### config.mk
export PLATFORM = sky130hd
export DESIGN_NAME = scoreboard_hazard_unit
export DESIGN_NICKNAME = d
export VERILOG_FILES = /design/src/rtl/params_pkg.sv /design/src/rtl/wb_slot_reserve.sv /design/src/rtl/scoreboard_hazard_unit.sv
export SDC_FILE = /design/constraint.sdc
export NUM_CORES = 1
export LEC_CHECK = 0
export ABC_CLOCK_PERIOD_IN_PS = 3500
export CAP_MARGIN = 0
export CORE_MARGIN = 2
export CORE_UTILIZATION = 50
export CTS_BUF_LIST = sky130_fd_sc_hd__clkbuf_4 sky130_fd_sc_hd__clkbuf_8 sky130_fd_sc_hd__clkbuf_16
export CTS_CLUSTER_DIAMETER = 40
export DETAILED_ROUTE_END_ITERATION = 16
export PLACE_DENSITY = 0.81
export SKIP_CTS_REPAIR_TIMING = 1
export SYNTH_ARGS = -nofsm -noshare
export SYNTH_HDL_FRONTEND = slang
export SYNTH_HIERARCHICAL = 1
export SYNTH_SLANG_ARGS = --single-unit
### constraint.sdc
create_clock -name clk_i -period 3.5 [get_ports clk_i]
set_input_delay 0.7 -clock clk_i [delete_from_list [all_inputs] [get_ports clk_i]]
set_output_delay 0.7 -clock clk_i [all_outputs]
set_load 0.005 [all_outputs]
### src/rtl/params_pkg.sv
// Shared types and defaults for the issue-stage scoreboard / hazard unit.
// Decode request layout, stall cause encoding and latency bounds live here.
package params_pkg;

  localparam int REGISTER_WIDTH = 5;
  localparam int MAX_LATENCY    = 8;
  // Wide enough to hold a latency of 16, the largest legal MAX_LATENCY.
  localparam int LAT_W          = 5;

  typedef struct packed {
    logic [REGISTER_WIDTH-1:0] rs1;
    logic [REGISTER_WIDTH-1:0] rs2;
    logic [REGISTER_WIDTH-1:0] rd;
    logic                      rs1_needed;
    logic                      rs2_needed;
    logic                      rd_wr_en;
    logic                      is_branch;
    logic                      is_mem;
    logic [LAT_W-1:0]          latency;
  } hazard_req_t;

  typedef enum logic [2:0] {
    CAUSE_NONE     = 3'd0,
    CAUSE_RAW      = 3'd1,
    CAUSE_WAW      = 3'd2,
    CAUSE_WB_PORT  = 3'd3,
    CAUSE_MEM_BUSY = 3'd4,
    CAUSE_BRANCH   = 3'd5
  } stall_cause_t;

endpackage

### src/rtl/wb_slot_reserve.sv
// Writeback-port reservation shift register: slot k set means the port is owned
// k cycles from now. Slots shift toward slot 0 every cycle.
module wb_slot_reserve
  import params_pkg::*;
#(
  parameter int MAX_LATENCY = params_pkg::MAX_LATENCY
) (
  input  logic             clk_i,
  input  logic             rst_ni,
  input  logic             reserve_en,
  input  logic [LAT_W-1:0] latency,
  output logic             slot_free,
  output logic             slot0_busy
);

  logic [MAX_LATENCY-1:0] slot_q;
  logic [MAX_LATENCY-1:0] slot_d;
  logic [MAX_LATENCY-1:0] lat_hit;
  logic [MAX_LATENCY-1:0] taken;

  // Slot L-1 after this cycle's shift is slot L of the current register.
  for (genvar gi = 0; gi < MAX_LATENCY; gi++) begin : g_slot
    assign lat_hit[gi] = (latency == LAT_W'(gi + 1));
    if (gi + 1 < MAX_LATENCY) begin : g_mid
      assign taken[gi] = slot_q[gi+1];
    end else begin : g_top
      assign taken[gi] = 1'b0;
    end
  end

  assign slot_free  = ~|(lat_hit & taken);
  assign slot0_busy = slot_q[0];

  always_comb begin
    slot_d = slot_q >> 1;
    if (reserve_en) begin
      slot_d = slot_d | lat_hit;
    end
  end

  always_ff @(posedge clk_i or negedge rst_ni) begin
    if (!rst_ni) begin
      slot_q <= '0;
    end else begin
      slot_q <= slot_d;
    end
  end

endmodule

### src/rtl/scoreboard_hazard_unit.sv
// In-order issue scoreboard: RAW/WAW pending bits, writeback-port reservation,
// memory/branch interlocks. Optional stall perf counters under HAZARD_PERF_CNT_EN.
module scoreboard_hazard_unit
  import params_pkg::*;
#(
  parameter int REGISTER_WIDTH = params_pkg::REGISTER_WIDTH,
  parameter int MAX_LATENCY    = params_pkg::MAX_LATENCY,
  parameter int PERF_CNT_WIDTH = 32
) (
  input  logic                      clk_i,
  input  logic                      rst_ni,
  input  logic                      dec_valid_i,
  input  hazard_req_t               dec_hazard_i,
  input  logic                      wb_valid_i,
  input  logic [REGISTER_WIDTH-1:0] wb_rd_i,
  input  logic                      mem_busy_i,
  input  logic                      mem_done_i,
  output logic                      issue_o,
  output logic                      stall_decode_o,
  output logic                      stall_fetch_o,
  output logic                      mem_wb_stall_o,
  output stall_cause_t              stall_cause_o
`ifdef HAZARD_PERF_CNT_EN
  ,
  output logic [PERF_CNT_WIDTH-1:0] perf_raw_o,
  output logic [PERF_CNT_WIDTH-1:0] perf_waw_o,
  output logic [PERF_CNT_WIDTH-1:0] perf_struct_o
`endif
);

  localparam int NUM_REGS = 2 ** REGISTER_WIDTH;
  localparam int CNT_W    = $clog2(MAX_LATENCY + 2);

  logic [NUM_REGS-1:0]       pend_q, pend_d;
  logic [CNT_W-1:0]          cnt_q, cnt_d;
  logic [REGISTER_WIDTH-1:0] rs1_idx, rs2_idx, rd_idx;
  logic                      active;
  logic                      raw_hit, waw_hit, mem_hit, port_hit, br_hit;
  logic                      slot_free, slot0_busy, reserve_en, rd_write;

  assign rs1_idx = REGISTER_WIDTH'(dec_hazard_i.rs1);
  assign rs2_idx = REGISTER_WIDTH'(dec_hazard_i.rs2);
  assign rd_idx  = REGISTER_WIDTH'(dec_hazard_i.rd);

  // Gating with rst_ni keeps every output quiet while reset is held.
  assign active = rst_ni & dec_valid_i;

  assign raw_hit  = (dec_hazard_i.rs1_needed && rs1_idx != '0 && pend_q[rs1_idx]) ||
                    (dec_hazard_i.rs2_needed && rs2_idx != '0 && pend_q[rs2_idx]);
  assign waw_hit  = dec_hazard_i.rd_wr_en && rd_idx != '0 && pend_q[rd_idx];
  assign mem_hit  = dec_hazard_i.is_mem && mem_busy_i;
  assign port_hit = !dec_hazard_i.is_mem && !slot_free;
  assign br_hit   = dec_hazard_i.is_branch && (cnt_q != '0 || mem_busy_i);

  always_comb begin
    stall_cause_o = CAUSE_NONE;
    if (active) begin
      if (mem_hit)       stall_cause_o = CAUSE_MEM_BUSY;
      else if (raw_hit)  stall_cause_o = CAUSE_RAW;
      else if (waw_hit)  stall_cause_o = CAUSE_WAW;
      else if (port_hit) stall_cause_o = CAUSE_WB_PORT;
      else if (br_hit)   stall_cause_o = CAUSE_BRANCH;
    end
  end

  assign stall_decode_o = (stall_cause_o != CAUSE_NONE);
  assign stall_fetch_o  = stall_decode_o;
  assign issue_o        = active & ~stall_decode_o;
  assign mem_wb_stall_o = rst_ni & mem_done_i & slot0_busy;
  assign reserve_en     = issue_o & ~dec_hazard_i.is_mem;
  assign rd_write       = issue_o & dec_hazard_i.rd_wr_en;

  wb_slot_reserve #(
    .MAX_LATENCY(MAX_LATENCY)
  ) u_wb_slot_reserve (
    .clk_i     (clk_i),
    .rst_ni    (rst_ni),
    .reserve_en(reserve_en),
    .latency   (dec_hazard_i.latency),
    .slot_free (slot_free),
    .slot0_busy(slot0_busy)
  );

  // Clear first so a same-cycle set of the same register wins.
  always_comb begin
    pend_d = pend_q;
    if (wb_valid_i) begin
      pend_d[wb_rd_i] = 1'b0;
    end
    if (rd_write && rd_idx != '0) begin
      pend_d[rd_idx] = 1'b1;
    end
    pend_d[0] = 1'b0;
  end

  always_comb begin
    cnt_d = cnt_q;
    if (rd_write && !wb_valid_i && cnt_q != '1) begin
      cnt_d = cnt_q + 1'b1;
    end else if (!rd_write && wb_valid_i && cnt_q != '0) begin
      cnt_d = cnt_q - 1'b1;
    end
  end

  always_ff @(posedge clk_i or negedge rst_ni) begin
    if (!rst_ni) begin
      pend_q <= '0;
      cnt_q  <= '0;
    end else begin
      pend_q <= pend_d;
      cnt_q  <= cnt_d;
    end
  end

`ifdef HAZARD_PERF_CNT_EN
  logic [PERF_CNT_WIDTH-1:0] perf_raw_q, perf_waw_q, perf_struct_q;

  always_ff @(posedge clk_i or negedge rst_ni) begin
    if (!rst_ni) begin
      perf_raw_q    <= '0;
      perf_waw_q    <= '0;
      perf_struct_q <= '0;
    end else begin
      if (stall_cause_o == CAUSE_RAW) perf_raw_q <= perf_raw_q + 1'b1;
      if (stall_cause_o == CAUSE_WAW) perf_waw_q <= perf_waw_q + 1'b1;
      if (stall_cause_o == CAUSE_WB_PORT || stall_cause_o == CAUSE_MEM_BUSY) begin
        perf_struct_q <= perf_struct_q + 1'b1;
      end
    end
  end

  assign perf_raw_o    = perf_raw_q;
  assign perf_waw_o    = perf_waw_q;
  assign perf_struct_o = perf_struct_q;
`endif

endmodule

# Yosys cells after proc, flatten, opt, wreduce, memory -nomap -nowiden
# Index checks and enable logic that the tools add are counted.
[op_classes]
n_addsub = 2
n_lt_le_gt_ge = 6
eq_ne = 9
mux = 21
bitwise = 13
reduce_logical = 28
[op_table]
columns = ["op", "n"]
rows = [
  ["2-to-1 mux 32 bit", 2],
  ["bitwise AND 32 bit", 1],
  ["inverter 32 bit", 1],
  ["bitwise OR 32 bit", 1],
  ["less-than comparator 5 x 6 -> 1 bit, second input constant", 4],
  ["== test 5 x 3 -> 1 bit, second input constant", 4],
  ["2-to-1 mux 3 bit", 6],
  ["logical AND 1 bit", 16],
  ["binary-select mux 1 bit (select 5 bit)", 3],
  ["nonzero test 5 bit", 3],
  ["demux 1 bit (select 5 bit)", 2],
  ["== test 5 x 2 -> 1 bit, second input constant", 2],
  ["greater-or-equal comparator 5 x 1 -> 1 bit, second input constant", 2],
  ["bitwise AND 8 x 7 -> 8 bit", 1],
  ["2-to-1 mux 4 bit", 2],
  ["2-to-1 mux 8 bit", 1],
  ["bitwise OR 7 x 8 -> 8 bit", 1],
  ["OR reduction 8 bit", 1],
  ["bitwise AND 1 bit", 6],
  ["== test 5 x 1 -> 1 bit, second input constant", 1],
  ["== test 5 x 4 -> 1 bit, second input constant", 1],
  ["2-to-1 mux 1 bit", 5],
  ["adder 4 x 1 -> 4 bit, second input constant", 1],
  ["inequality test 4 bit, second input constant", 1],
  ["7 further kinds", 11],
]
[totals]
regBits = 43
input_bits = 36
output_inout_bits = 7
elab_cells = 82

# Longest topological paths before layout
# Gate-level depths: netlist of run 1.
[logic_depth]
depth_word = 18
depth_mapped = 16
mapped_depth_nobuf = 13

# By module
# Netlist of run 1, hierarchy kept.
[modules_own_cells]
columns = ["mod", "n_inst", "cells_each", "area_each_um2", "seq_area_each_um2"]
rows = [
  ["scoreboard_hazard_unit", 1, 256, 2602.5, 875.8],
  ["wb_slot_reserve", 1, 29, 381.6, 200.2],
]

# Least setup slack after synthesis of run 1
# Ideal clock, no wire load.
[synth_path]
path_kind = "input to register"
from = "in dec_hazard_i[15] in the netlist's numbering"
to = "reg cnt_q[3]"
setup_ns = 0.079
t_arrival_ns = 3.652
required_time_ns = 3.421
path_slack_ns = -0.231
path_stages = 15
path_cell_list = "buf_6 mux4_2 mux4_2 o221a_1 o21ai_2 and4_1 buf_2 buf_4 nand2_1 ha_1 a21o_1 a21oi_1 and3_1 mux2i_1 mux2i_1"
[synth_via]
elab_chain_cells = 15
elab_cells_between_ends = 20
cone_classes = "mux (6); bitwise (3); reduce/logical (11)"
[synth_lines]
columns = ["item", "line", "source"]
rows = [
  ["from (decl)", "scoreboard_hazard_unit.sv:13", "input hazard_req_t dec_hazard_i,"],
  ["binary-select mux 1 bit (select 5 bit) / nonzero test 5 bit (equally long branches)", "scoreboard_hazard_unit.sv:49", "(dec_hazard_i.rs2_needed && rs2_idx != '0 && pend_q[rs2_idx]);"],
  ["2-to-1 mux 1 bit (not written as such) / logical AND 1 bit (equally long branches)", "scoreboard_hazard_unit.sv:49", ""],
  ["logical AND 1 bit *", "scoreboard_hazard_unit.sv:49", ""],
  ["logical OR 1 bit *", "scoreboard_hazard_unit.sv:48", "assign raw_hit = (dec_hazard_i.rs1_needed && rs1_idx != '0 && pend_q[rs1_idx]) ||"],
  ["2-to-1 mux 3 bit *", "scoreboard_hazard_unit.sv:59", "else if (raw_hit) stall_cause_o = CAUSE_RAW;"],
  ["2-to-1 mux 3 bit *", "scoreboard_hazard_unit.sv:58", "if (mem_hit) stall_cause_o = CAUSE_MEM_BUSY;"],
  ["2-to-1 mux 3 bit *", "scoreboard_hazard_unit.sv:57", "if (active) begin"],
  ["nonzero test 3 bit *", "scoreboard_hazard_unit.sv:66", "assign stall_decode_o = (stall_cause_o != CAUSE_NONE);"],
  ["inverter 1 bit *", "scoreboard_hazard_unit.sv:68", "assign issue_o = active & ~stall_decode_o;"],
  ["bitwise AND 1 bit *", "scoreboard_hazard_unit.sv:68", ""],
  ["bitwise AND 1 bit *", "scoreboard_hazard_unit.sv:71", "assign rd_write = issue_o & dec_hazard_i.rd_wr_en;"],
  ["zero test 1 bit", "scoreboard_hazard_unit.sv:100", "end else if (!rd_write && wb_valid_i && cnt_q != '0) begin"],
  ["logical AND 1 bit (2 in a row)", "scoreboard_hazard_unit.sv:100", ""],
  ["nonzero test 2 bit (no line)", "--", ""],
  ["to (signal assigned)", "scoreboard_hazard_unit.sv:111", "cnt_q <= cnt_d;"],
  ["to (decl)", "scoreboard_hazard_unit.sv:35", "logic [CNT_W-1:0] cnt_q, cnt_d;"],
]
# Every way passes the cells marked *; elsewhere a longest branch is shown, timed or not. The select of a mux whose other input is x is not followed.
# A chain may end at the register's enable or synchronous reset.

# Worst setup path in the final report of run 1
[layout_path]
from = "in dec_hazard_i[7] in the netlist's numbering"
to = "out stall_cause_o[2]"
[layout_via]
elab_chain_cells = 6
[layout_lines]
columns = ["item", "line", "source"]
rows = [
  ["logical AND 1 bit (2 in a row)", "scoreboard_hazard_unit.sv:50", "assign waw_hit = dec_hazard_i.rd_wr_en && rd_idx != '0 && pend_q[rd_idx];"],
  ["2-to-1 mux 3 bit", "scoreboard_hazard_unit.sv:60", "else if (waw_hit) stall_cause_o = CAUSE_WAW;"],
  ["2-to-1 mux 3 bit", "scoreboard_hazard_unit.sv:59", ""],
  ["2-to-1 mux 3 bit", "scoreboard_hazard_unit.sv:58", ""],
  ["2-to-1 mux 3 bit", "scoreboard_hazard_unit.sv:57", ""],
  ["to (decl)", "scoreboard_hazard_unit.sv:22", "output stall_cause_t stall_cause_o"],
]
# No other way between the ends.

==> results of run 1 <==
==> cells by family (layout without fill, tap and decap cells) <==
family          Yosys count  after routing  share of synthesized area (%)
fa+ha+maj                 3              3                          1.509
flops                    43             43                          36.06
buf+inv                  21            104                          3.396
compound gates           96             96                          18.91
simple gates             83             83                          16.81
xor+xnor                  1              1                         0.2936
mux                      38             38                          23.02
==> path summary, 6_finish.rpt <==
kind	end	slack [ps]	depth (start not counted)
min in group asynchronous	cnt_q[2]$_DFFE_PN0P_	580	2
worst min register to register	u_wb_slot_reserve/slot_q[3]$_DFF_PN0_	470	1
worst max register to register	cnt_q[2]$_DFFE_PN0P_	270	10
worst min-delay path	u_wb_slot_reserve/slot_q[3]$_DFF_PN0_	470	1
max in group asynchronous	pend_q[4]$_DFF_PN0_	2520	2
worst max-delay path	stall_cause_o[2]	-50	11
==> power by group <==
| group | total (W) | switching (W) | internal, W |
|---|---|---|---|
| combinational | 0.000430 | 0.000208 | 0.000223 |
| sequential | 0.000599 | 0.0000626 | 0.000536 |
| clock | 0.000353 | 0.000192 | 0.000161 |
==> placed cells by master (no fill, tap or decap), types with 3 or more instances in the layout <==
cell type        count
nand3b_1            13
a21oi_1              4
mux4_2              23
a21o_1               6
clkbuf_8             6
buf_2                4
buf_6                6
clkdlybuf4s50_1     22
nor2b_1              4
o21ai_0             62
nand2_1             11
nand2b_1             3
o21a_1               3
a22oi_1              3
nand4_1              3
dfrtp_1             43
inv_1                3
nor2_1              10
or3_1                3
mux2i_1             12
and3_1               4
buf_4               41
dlymetal6s2s_1      14
nand3_1              7
==> layout make-up <==
class	instances	share of cell area [%]
repair buffers	92	21.37
clock buffers	6	2.015
multi-input cells	221	47.30
inverters	4	0.3664
flip-flops and latches	43	26.26
clock inverters	2	0.3969
well taps	75	2.290
==> registers in the layout, summed over array words and instances, names as in the netlist <==
register                  flops
cnt_q                         4
pend_q                       31
u_wb_slot_reserve/slot_q      8
==> cell usage after synthesis (all sizes together) (4+ instances only) <==
cell	n	area (um^2)
nand2	13	48.80
mux2i	12	120.1
nand3	8	40.04
dfrtp	43	1076
nor2	10	37.54
nand3b	13	97.59
and3	4	25.02
o21ai	63	319.1
nor2b	4	25.02
a21o	6	45.04
buf	7	48.79
or3	4	25.02
inv	4	15.01
mux4	24	544.3
a21oi	5	25.02
clkbuf	10	37.54
a22oi	4	30.03
==> per-layer routing <==
layer,GRT usage (%),vias up
li1,-,1278
met1,39.33,1508
met2,47.19,262
met3,6.111,86
met4,13.39,0
met5,0,-
==> through the flow <==
stage	hold WS [ps]	setup slack (ps)
final	467.3	-49.69
after global routing	484.0	-167.3
after CTS	460.7	-789.3
after detailed placement	439.4	-782.7
after global placement	435.8	-733.5
after floorplan	404.4	-9.834
==> critical path, stage by stage <==
cell	delay, ps
clkdlybuf4s50_1	510
buf_4	190
nor4bb_1	130
a22oi_1	300
o41ai_4	150
nor3_2	210
buf_4	150
nand3_4	70
o21a_1	190
nor2_1	110
buf_2	120
==> impl_metrics.yaml, run 1 <==
placement:
  place.gp.congestion: 1.017
  place_area_um2: 3739
  port_buffers: 42
  dp_cells: 424
  post-dp-hpwl_mm: 6.773
die:
  core-area_um2: 5851
  die_area_um2: 6602
  rows: 28
  io_pins: 43
  start_util_pct: 51.01
  die_x_um: 81.26
  fp.dieH_um: 81.26
job:
  max-cap-violations: 0
pwr:
  total_power_w: 0.001382
  leakagePower_nw: 1.885
  peakVddDrop_mv: 0.2303
  p_per_area_nw_per_um2: 337.3
synth:
  synth_seq_cells: 43
  ys_seq_area_share_pct: 36.06
  synth_area_um2: 2984
  synth-edff-count: 0
  async_flop_share_pct: 100.0
  synth-main-ff-cell: "dfrtp_1"
  synth.avg_cell_area_um2: 10.47
  yosysWarnings: 6
  syn_nets: 324
  postSynthCellCount: 285
  yosysUniqueCellTypes: 51
finish:
  multi_input_area_um2: 1938
  num-fill-cells: 400
  utilization_pct: 70.04
  regArea_um2: 1076
  fin_area_um2: 4098
  antennaDiodeCount: 0
  final_net_count: 406
  final_cells: 443
  layout-drive-gt1-share_pct: 31.79
  areaGrowthSynthToFinish_pct: 37.32
drt:
  wl_mm: 10.60
  vias: 3134
  top_layer: "met4"
  wl_met3_mm: 1.153
  wl_per_cell_um: 23.93
  drt-initial-drc-count: 501
  drt-met1-wl_mm: 3.735
  drc_errors: 0
  ant_nets: 0
  dr.pass1.iters: 5
  met2_length_mm: 4.981
  drt-vias-per-instance: 7.074
clock_tree:
  cts_buffers: 5
  cts-root-buf: "clkbuf_8"
  clk_latency_ps: 310
  cts_buffer_depth: 2
  htree_levels: 2
  cts_tree: "built"
  numClockSinks: 43
  path_clk_slew_ps: 90
global_route:
  grt_pass1_vias: 2888
  grt_max_degree: 44
  grt_pass1_wl_mm: 14.81
  grtUsageTotal_pct: 29.72
  grt-ovfl-total: 0
  antenna_found_initial: 0
status:
  outcome: "finished, violations left"
  violations: "setup timing"
sta:
  period_share_pct: 101.4
  fin_worst_skew_ps: 11.02
  worstMarginPinSlew_ps: 573.6
  rsz0062_at_grt: "yes"
  slew_violations: 0
  fin_ws_ps: -49.69
  max_slew_margin_pct: 61.76
  period_needed_ps: 3550
  setup_viol: 3
  hold_viol: 0
  max_freq_ghz: 0.2817
  fin_tns_setup_ps: -122.8
worst_setup_path:
  critPathMaxFanout: 3
  reg2reg_from: "cnt_q[0]$_DFFE_PN0P_"
  worstPathArrival_ps: 2850
  startpoint: "dec_hazard_i[7]"
  worstSetupPathType: "input port to primary output"
  start_kind: "input port"
  cp-end-kind: "primary output"
  crit_required_ps: 2800
hold_path:
  hold_start: "u_wb_slot_reserve/slot_q[4]$_DFF_PN0_"
  hold_path_class: "flop to flop"
(Power assumes the default switching activity.)
==> run 2, diff against run 1 <==
--- a/config.mk
+++ b/config.mk
@@ -5,13 +5,15 @@
 export SDC_FILE = /design/constraint.sdc
 export NUM_CORES = 1
 export LEC_CHECK = 0
+export ABC_AREA = 1
 export ABC_CLOCK_PERIOD_IN_PS = 3500
 export CAP_MARGIN = 0
 export CORE_MARGIN = 2
-export CORE_UTILIZATION = 50
+export CORE_UTILIZATION = 51
 export CTS_BUF_LIST = sky130_fd_sc_hd__clkbuf_4 sky130_fd_sc_hd__clkbuf_8 sky130_fd_sc_hd__clkbuf_16
 export CTS_CLUSTER_DIAMETER = 40
 export DETAILED_ROUTE_END_ITERATION = 16
+export MAX_ROUTING_LAYER = met4
 export PLACE_DENSITY = 0.81
 export SKIP_CTS_REPAIR_TIMING = 1
 export SYNTH_ARGS = -nofsm -noshare
==> impl_metrics.yaml, run 2 <==
clock_tree:
  cts_buffers: 5
  numClockSinks: 43
  path_clk_slew_ps: 80
  cts-root-buf: "clkbuf_8"
  cts_tree: "built"
  cts_buffer_depth: 2
  htree_levels: 2
  clk_latency_ps: 300
sta:
  period_needed_ps: 3307
  max_freq_ghz: 0.3024
  worstMarginPinSlew_ps: 641.0
  fin_worst_skew_ps: 7.003
  hold_viol: 0
  period_share_pct: 94.49
  setup_viol: 0
  slew_violations: 0
  rsz0062_at_grt: "no"
  max_slew_margin_pct: 57.11
  fin_ws_ps: 192.7
drt:
  vias: 3989
  drt-vias-per-instance: 5.642
  wl_per_cell_um: 15.14
  wl_mm: 10.71
  drc_errors: 0
  dr.pass1.iters: 5
  drt-initial-drc-count: 405
  ant_nets: 0
worst_setup_path:
  crit_path_cell_trace: "dlymetal6s2s_1 > nor2_1 > nand4_1 > nand2_1 > clkinv_1 > nand2_1 > nor2_2 > inv_1 > nand2_1 > nand2_1 > nand2_2 > nand3_2 > nand2_1 > buf_4 > inv_1 > clkdlybuf4s50_1"
  reg2reg_depth: 20
  crit_path_max_incr_delay_ps: 500
  reg2reg_from: "pend_q[18]$_DFF_PN0_"
  worstSetupPathType: "input port to primary output"
  slowest_stage: "clkdlybuf4s50_1"
  start_kind: "input port"
  r2r_setup_slack_ps: 600
  r2r-end: "cnt_q[3]$_DFFE_PN0P_"
  crit_top_cell: "nand2_1"
  critPathMaxFanout: 4
  worstPathArrival_ps: 2610
  cp-end-kind: "primary output"
  crit_required_ps: 2800
finish:
  largest_reg_flops: 31
  utilization_pct: 69.22
  fin_area_um2: 4471
  layout_common_cells: "196 x nand2_1, 64 x nand3_1, 53 x inv_1"
  final_cells: 707
  regMostFlops: "pend_q"
  layout-drive-gt1-share_pct: 20.00
  antennaDiodeCount: 0
  areaGrowthSynthToFinish_pct: 29.60
  reg.largest.list: "pend_q x31, u_wb_slot_reserve/slot_q x8, cnt_q x4"
  final_common_cell: "nand2_1"
  final_net_count: 668
hold_path:
  min_to: "u_wb_slot_reserve/slot_q[5]$_DFF_PN0_"
  hold_start: "u_wb_slot_reserve/slot_q[6]$_DFF_PN0_"
  hold_path_class: "flop to flop"
  min_path_cells: 1
pwr:
  total_power_w: 0.001441
  clockPowerShare_pct: 22.4
  p_comb_share_pct: 34.6
  p_per_area_nw_per_um2: 322.4
  peakVddDrop_mv: 0.2988
  p_sw_share_pct: 36.14
  seq_power_share_pct: 43.0
  p_int_w: 0.0009205
  switching_power_w: 0.0005209
  leakagePower_nw: 2.450
synth:
  synth-edff-count: 0
  synth_area_um2: 3450
  synth_top_area_share_pct: 31.19
  yosysUniqueCellTypes: 38
  async_flop_share_pct: 100.0
  yosys.area.top_type: "dfrtp_1"
  synth-main-ff-cell: "dfrtp_1"
  postSynthCellCount: 544
  synth_seq_cells: 43
  syn_nets: 583
  yosys-top-cells-count: "197 x nand2_1, 65 x nand3_1, 57 x inv_1"
  yosysWarnings: 6
  synth.avg_cell_area_um2: 6.341
  synth.most_common_cell: "nand2_1"
  synth_area_leaders: "dfrtp_1 31%, nand2_1 21%, nand3_1 9.4%"
  ys_seq_area_share_pct: 31.19
die:
  die_area_um2: 7437
  die_x_um: 86.24
  io_pins: 43
  rows: 29
  fp.dieH_um: 86.24
  start_util_pct: 53.41
  core-area_um2: 6459
placement:
  port_buffers: 42
  post-dp-hpwl_mm: 8.003
  place.gp.congestion: 0.9953
  post-place-ws_ps: -365.4
  dp_cells: 698
  place_area_um2: 4260
global_route:
  grt-ovfl-total: 0
  grt_pass1_vias: 3695
  antenna_found_initial: 0
  grtUsageTotal_pct: 29.93
  grt_pass1_wl_mm: 17.31
  grt_max_degree: 44
job:
  max-cap-violations: 0
status:
  outcome: "completed"
==> run 2: area by class of cell <==
| type | instances | area [um^2] |
|---|---|---|
| inverter | 70 | 267.8 |
| clock buffer | 7 | 83.83 |
| clock inverter | 1 | 5.005 |
| timing repair buffer | 94 | 875.8 |
| fill | 551 | 1988 |
| sequential | 43 | 1076 |
| multi-input combinational | 415 | 2066 |
| tap | 77 | 96.34 |
==> run 2: critical path, delay by kind of cell <==
family,cells,cell delay (ps)
simple gates,10,930
buf+inv,6,980
==> run 2: layer usage <==
| metal | vias to the layer above | global-route usage (%) | wire, um |
|---|---|---|---|
| met5 | - | - | 0 |
| li1 | 1926 | - | - |
| met4 | 0 | 10.51 | 281 |
| met3 | 29 | 3.905 | 914 |
| met2 | 200 | 47.22 | 4996 |
| met1 | 1834 | 39.93 | 4512 |
==> run 2: kinds of logic after synthesis <==
family	share of synthesized area, %
flops	31.19
fa+ha+maj	1.306
buf+inv	10.41
simple gates	40.66
compound gates	15.92
xor+xnor	0.5079
==> run 2: stage by stage <==
step           hold WS, ps  TNS [ps]
2_1_floorplan        404.4         0
3_3_place_gp         437.1     -1676
3_5_place_dp         440.1     -2039
4_1_cts              457.7     -1591
5_1_grt              479.5         0
6_report             460.7         0
==> run 2: worst max-delay path by stage <==
stage	from	end	slack (ps)	cells after the start
after floorplan	dec_hazard_i[20]	cnt_q[3]$_DFFE_PN0P_	400	21
after global placement	dec_hazard_i[15]	issue_o	-320	13
after detailed placement	dec_hazard_i[15]	stall_decode_o	-370	14
after CTS	dec_hazard_i[15]	stall_decode_o	-390	14
after global routing	dec_hazard_i[1]	stall_cause_o[0]	20	16
final	dec_hazard_i[1]	stall_cause_o[0]	190	16
==> run 2: power groups by stage <==
stage               sequential (W)  clock, W  combinational, W
global placement          0.000622         0          0.000465
floorplan                 0.000600         0          0.000300
detailed placement        0.000626         0          0.000482
CTS                       0.000616  0.000322          0.000486
global route              0.000626  0.000344          0.000564
finish                    0.000620  0.000323          0.000499
==> run 3, diff against run 2 <==
--- a/config.mk
+++ b/config.mk
@@ -5,17 +5,17 @@
 export SDC_FILE = /design/constraint.sdc
 export NUM_CORES = 1
 export LEC_CHECK = 0
-export ABC_AREA = 1
 export ABC_CLOCK_PERIOD_IN_PS = 3500
 export CAP_MARGIN = 0
 export CORE_MARGIN = 2
-export CORE_UTILIZATION = 51
+export CORE_UTILIZATION = 50
 export CTS_BUF_LIST = sky130_fd_sc_hd__clkbuf_4 sky130_fd_sc_hd__clkbuf_8 sky130_fd_sc_hd__clkbuf_16
 export CTS_CLUSTER_DIAMETER = 40
 export DETAILED_ROUTE_END_ITERATION = 16
 export MAX_ROUTING_LAYER = met4
 export PLACE_DENSITY = 0.81
 export SKIP_CTS_REPAIR_TIMING = 1
+export SLEW_MARGIN = 25
 export SYNTH_ARGS = -nofsm -noshare
 export SYNTH_HDL_FRONTEND = slang
 export SYNTH_HIERARCHICAL = 1
==> impl_metrics.yaml, run 3 (same netlist as run 1, synthesis figures left out) <==
status:
  outcome: "finished, violations left"
  violations: "setup timing"
pwr:
  clockPowerShare_pct: 31.7
  seq_power_share_pct: 40.5
  total_power_w: 0.001477
  switching_power_w: 0.0004300
  p_int_w: 0.001047
  p_per_area_nw_per_um2: 360.7
  leakagePower_nw: 1.836
  p_sw_share_pct: 29.12
  peakVddDrop_mv: 0.2315
  p_comb_share_pct: 27.8
finish:
  largest_reg_flops: 31
  utilization_pct: 69.97
  multi_input_area_um2: 1937
  final_common_cell: "o21ai_0"
  regMostFlops: "pend_q"
  fin_area_um2: 4094
  reg.largest.list: "pend_q x31, u_wb_slot_reserve/slot_q x8, cnt_q x4"
  antennaDiodeCount: 0
  final_net_count: 405
  layout_common_cells: "62 x o21ai_0, 43 x dfrtp_1, 40 x buf_4"
  areaGrowthSynthToFinish_pct: 37.19
  regArea_um2: 1076
  layout-drive-gt1-share_pct: 32.43
  num-fill-cells: 369
global_route:
  grt_pass1_wl_mm: 14.17
  grt_pass1_vias: 2905
  grt_max_degree: 44
  antenna_found_initial: 0
  grt-ovfl-total: 0
  grtUsageTotal_pct: 29.51
placement:
  post-place-ws_ps: -811.8
  post-dp-hpwl_mm: 6.530
  port_buffers: 42
  place.gp.congestion: 1.058
  place_area_um2: 3739
sta:
  max_slew_margin_pct: 53.16
  rsz0062_at_grt: "yes"
  hold_slack_ps: 456.3
  fin_worst_skew_ps: 8.487
  setup_viol: 3
  max_freq_ghz: 0.2811
  fin_ws_ps: -57.42
  slew_violations: 0
  period_needed_ps: 3557
  hold_viol: 0
  worstMarginPinSlew_ps: 695.3
  period_share_pct: 101.6
worst_setup_path:
  critPathMaxFanout: 8
  startpoint: "dec_hazard_i[15]"
  slowest_stage: "mux4_2"
  crit_path_max_incr_delay_ps: 500
  reg2reg_from: "cnt_q[0]$_DFFE_PN0P_"
  crit_top_cell: "buf_6"
  crit_required_ps: 2800
  crit_path_cell_trace: "buf_6 > buf_12 > mux4_2 > mux4_2 > o221a_1 > o21ai_4 > buf_6 > nand3_4 > buf_6 > inv_2 > a31oi_2 > buf_2"
  cp-end-kind: "primary output"
  r2r-end: "cnt_q[3]$_DFFE_PN0P_"
  reg2reg_depth: 11
  endpoint: "stall_fetch_o"
  worstPathArrival_ps: 2860
  r2r_setup_slack_ps: 120
  worstSetupPathType: "input port to primary output"
  start_kind: "input port"
clock_tree:
  path_clk_slew_ps: 80
  clk_latency_ps: 300
  cts-root-buf: "clkbuf_8"
  cts_buffer_depth: 2
  cts_buffers: 5
  numClockSinks: 43
  htree_levels: 2
  cts_tree: "built"
die:
  die_x_um: 81.26
  start_util_pct: 51.01
  die_area_um2: 6602
  core-area_um2: 5851
  io_pins: 43
  rows: 28
  fp.dieH_um: 81.26
drt:
  vias: 3043
  drt-met1-wl_mm: 3.609
  wl_met3_um: 988
  drt-vias-per-instance: 6.885
  ant_nets: 0
  wl_per_cell_um: 22.03
  dr.pass1.iters: 5
  top_layer: "met4"
  wl_mm: 9.739
  drc_errors: 0
  drt-initial-drc-count: 436
  met2_length_mm: 4.698
hold_path:
  hold_start: "u_wb_slot_reserve/slot_q[2]$_DFF_PN0_"
  hold_path_class: "flop to flop"
job:
  max-cap-violations: 0
## run 3: cell types whose count changed in the layout (fill, tap and decap cells not counted), sizes merged, moves of 5 or more
cell           delta
o21ai             -7
nor2             -20
mux2i            +12
inv              -64
nand3b           +12
mux4             +24
nand2           -190
dlymetal6s2s     -11
nand4             -5
clkdlybuf4s50     +5
nor3              -9
nand3            -59
## run 3: area by class of cell
class,count,share of cell area [%]
Sequential cell,43,26.28
Clock inverter,2,1.467
Multi-Input combinational cell,221,47.31
Inverter,4,0.3667
Tap cell,75,2.292
Clock buffer,6,1.864
Timing Repair Buffer,91,20.42
## run 3: routing by layer
| metal | GRT usage (%) | up-vias |
|---|---|---|
| met4 | 13.39 | 0 |
| met5 | - | - |
| met2 | 45.45 | 232 |
| met1 | 37.93 | 1481 |
| met3 | 5.667 | 54 |
| li1 | - | 1276 |
## run 3: worst min-delay path by stage
stage | cells after the start | endpoint | slack, ps
5_1_grt | 1 | u_wb_slot_reserve/slot_q[2]$_DFF_PN0_ | 480
3_5_place_dp | 1 | u_wb_slot_reserve/slot_q[4]$_DFF_PN0_ | 450
2_1_floorplan | 0 | cnt_q[0]$_DFFE_PN0P_ | 400
4_1_cts | 1 | u_wb_slot_reserve/slot_q[4]$_DFF_PN0_ | 460
3_3_place_gp | 1 | u_wb_slot_reserve/slot_q[1]$_DFF_PN0_ | 440
6_report | 1 | u_wb_slot_reserve/slot_q[1]$_DFF_PN0_ | 460
## run 3: power groups by stage
stage               Sequential, W  Combinational, W  Clock (W)
floorplan                0.000581          0.000241          0
global placement         0.000597          0.000359          0
detailed placement       0.000600          0.000376          0
CTS                      0.000590          0.000378   0.000475
global route             0.000602          0.000452   0.000496
finish                   0.000598          0.000411   0.000468
## run 3: metrics by stage
step / instances / TNS (ps)
final: 442 / -161.8
after global placement: 424 / -11900
after global routing: 442 / -478.9
after floorplan: 285 / -9.834
after CTS: 432 / -5701
after detailed placement: 424 / -15040
## run 3: worst max-delay path: cells and delay by family
| kind | cells | cell delay, ps |
|---|---|---|
| mux | 2 | 980 |
| buf+inv | 6 | 670 |
| compound gates | 3 | 450 |
| simple gates | 1 | 60 |
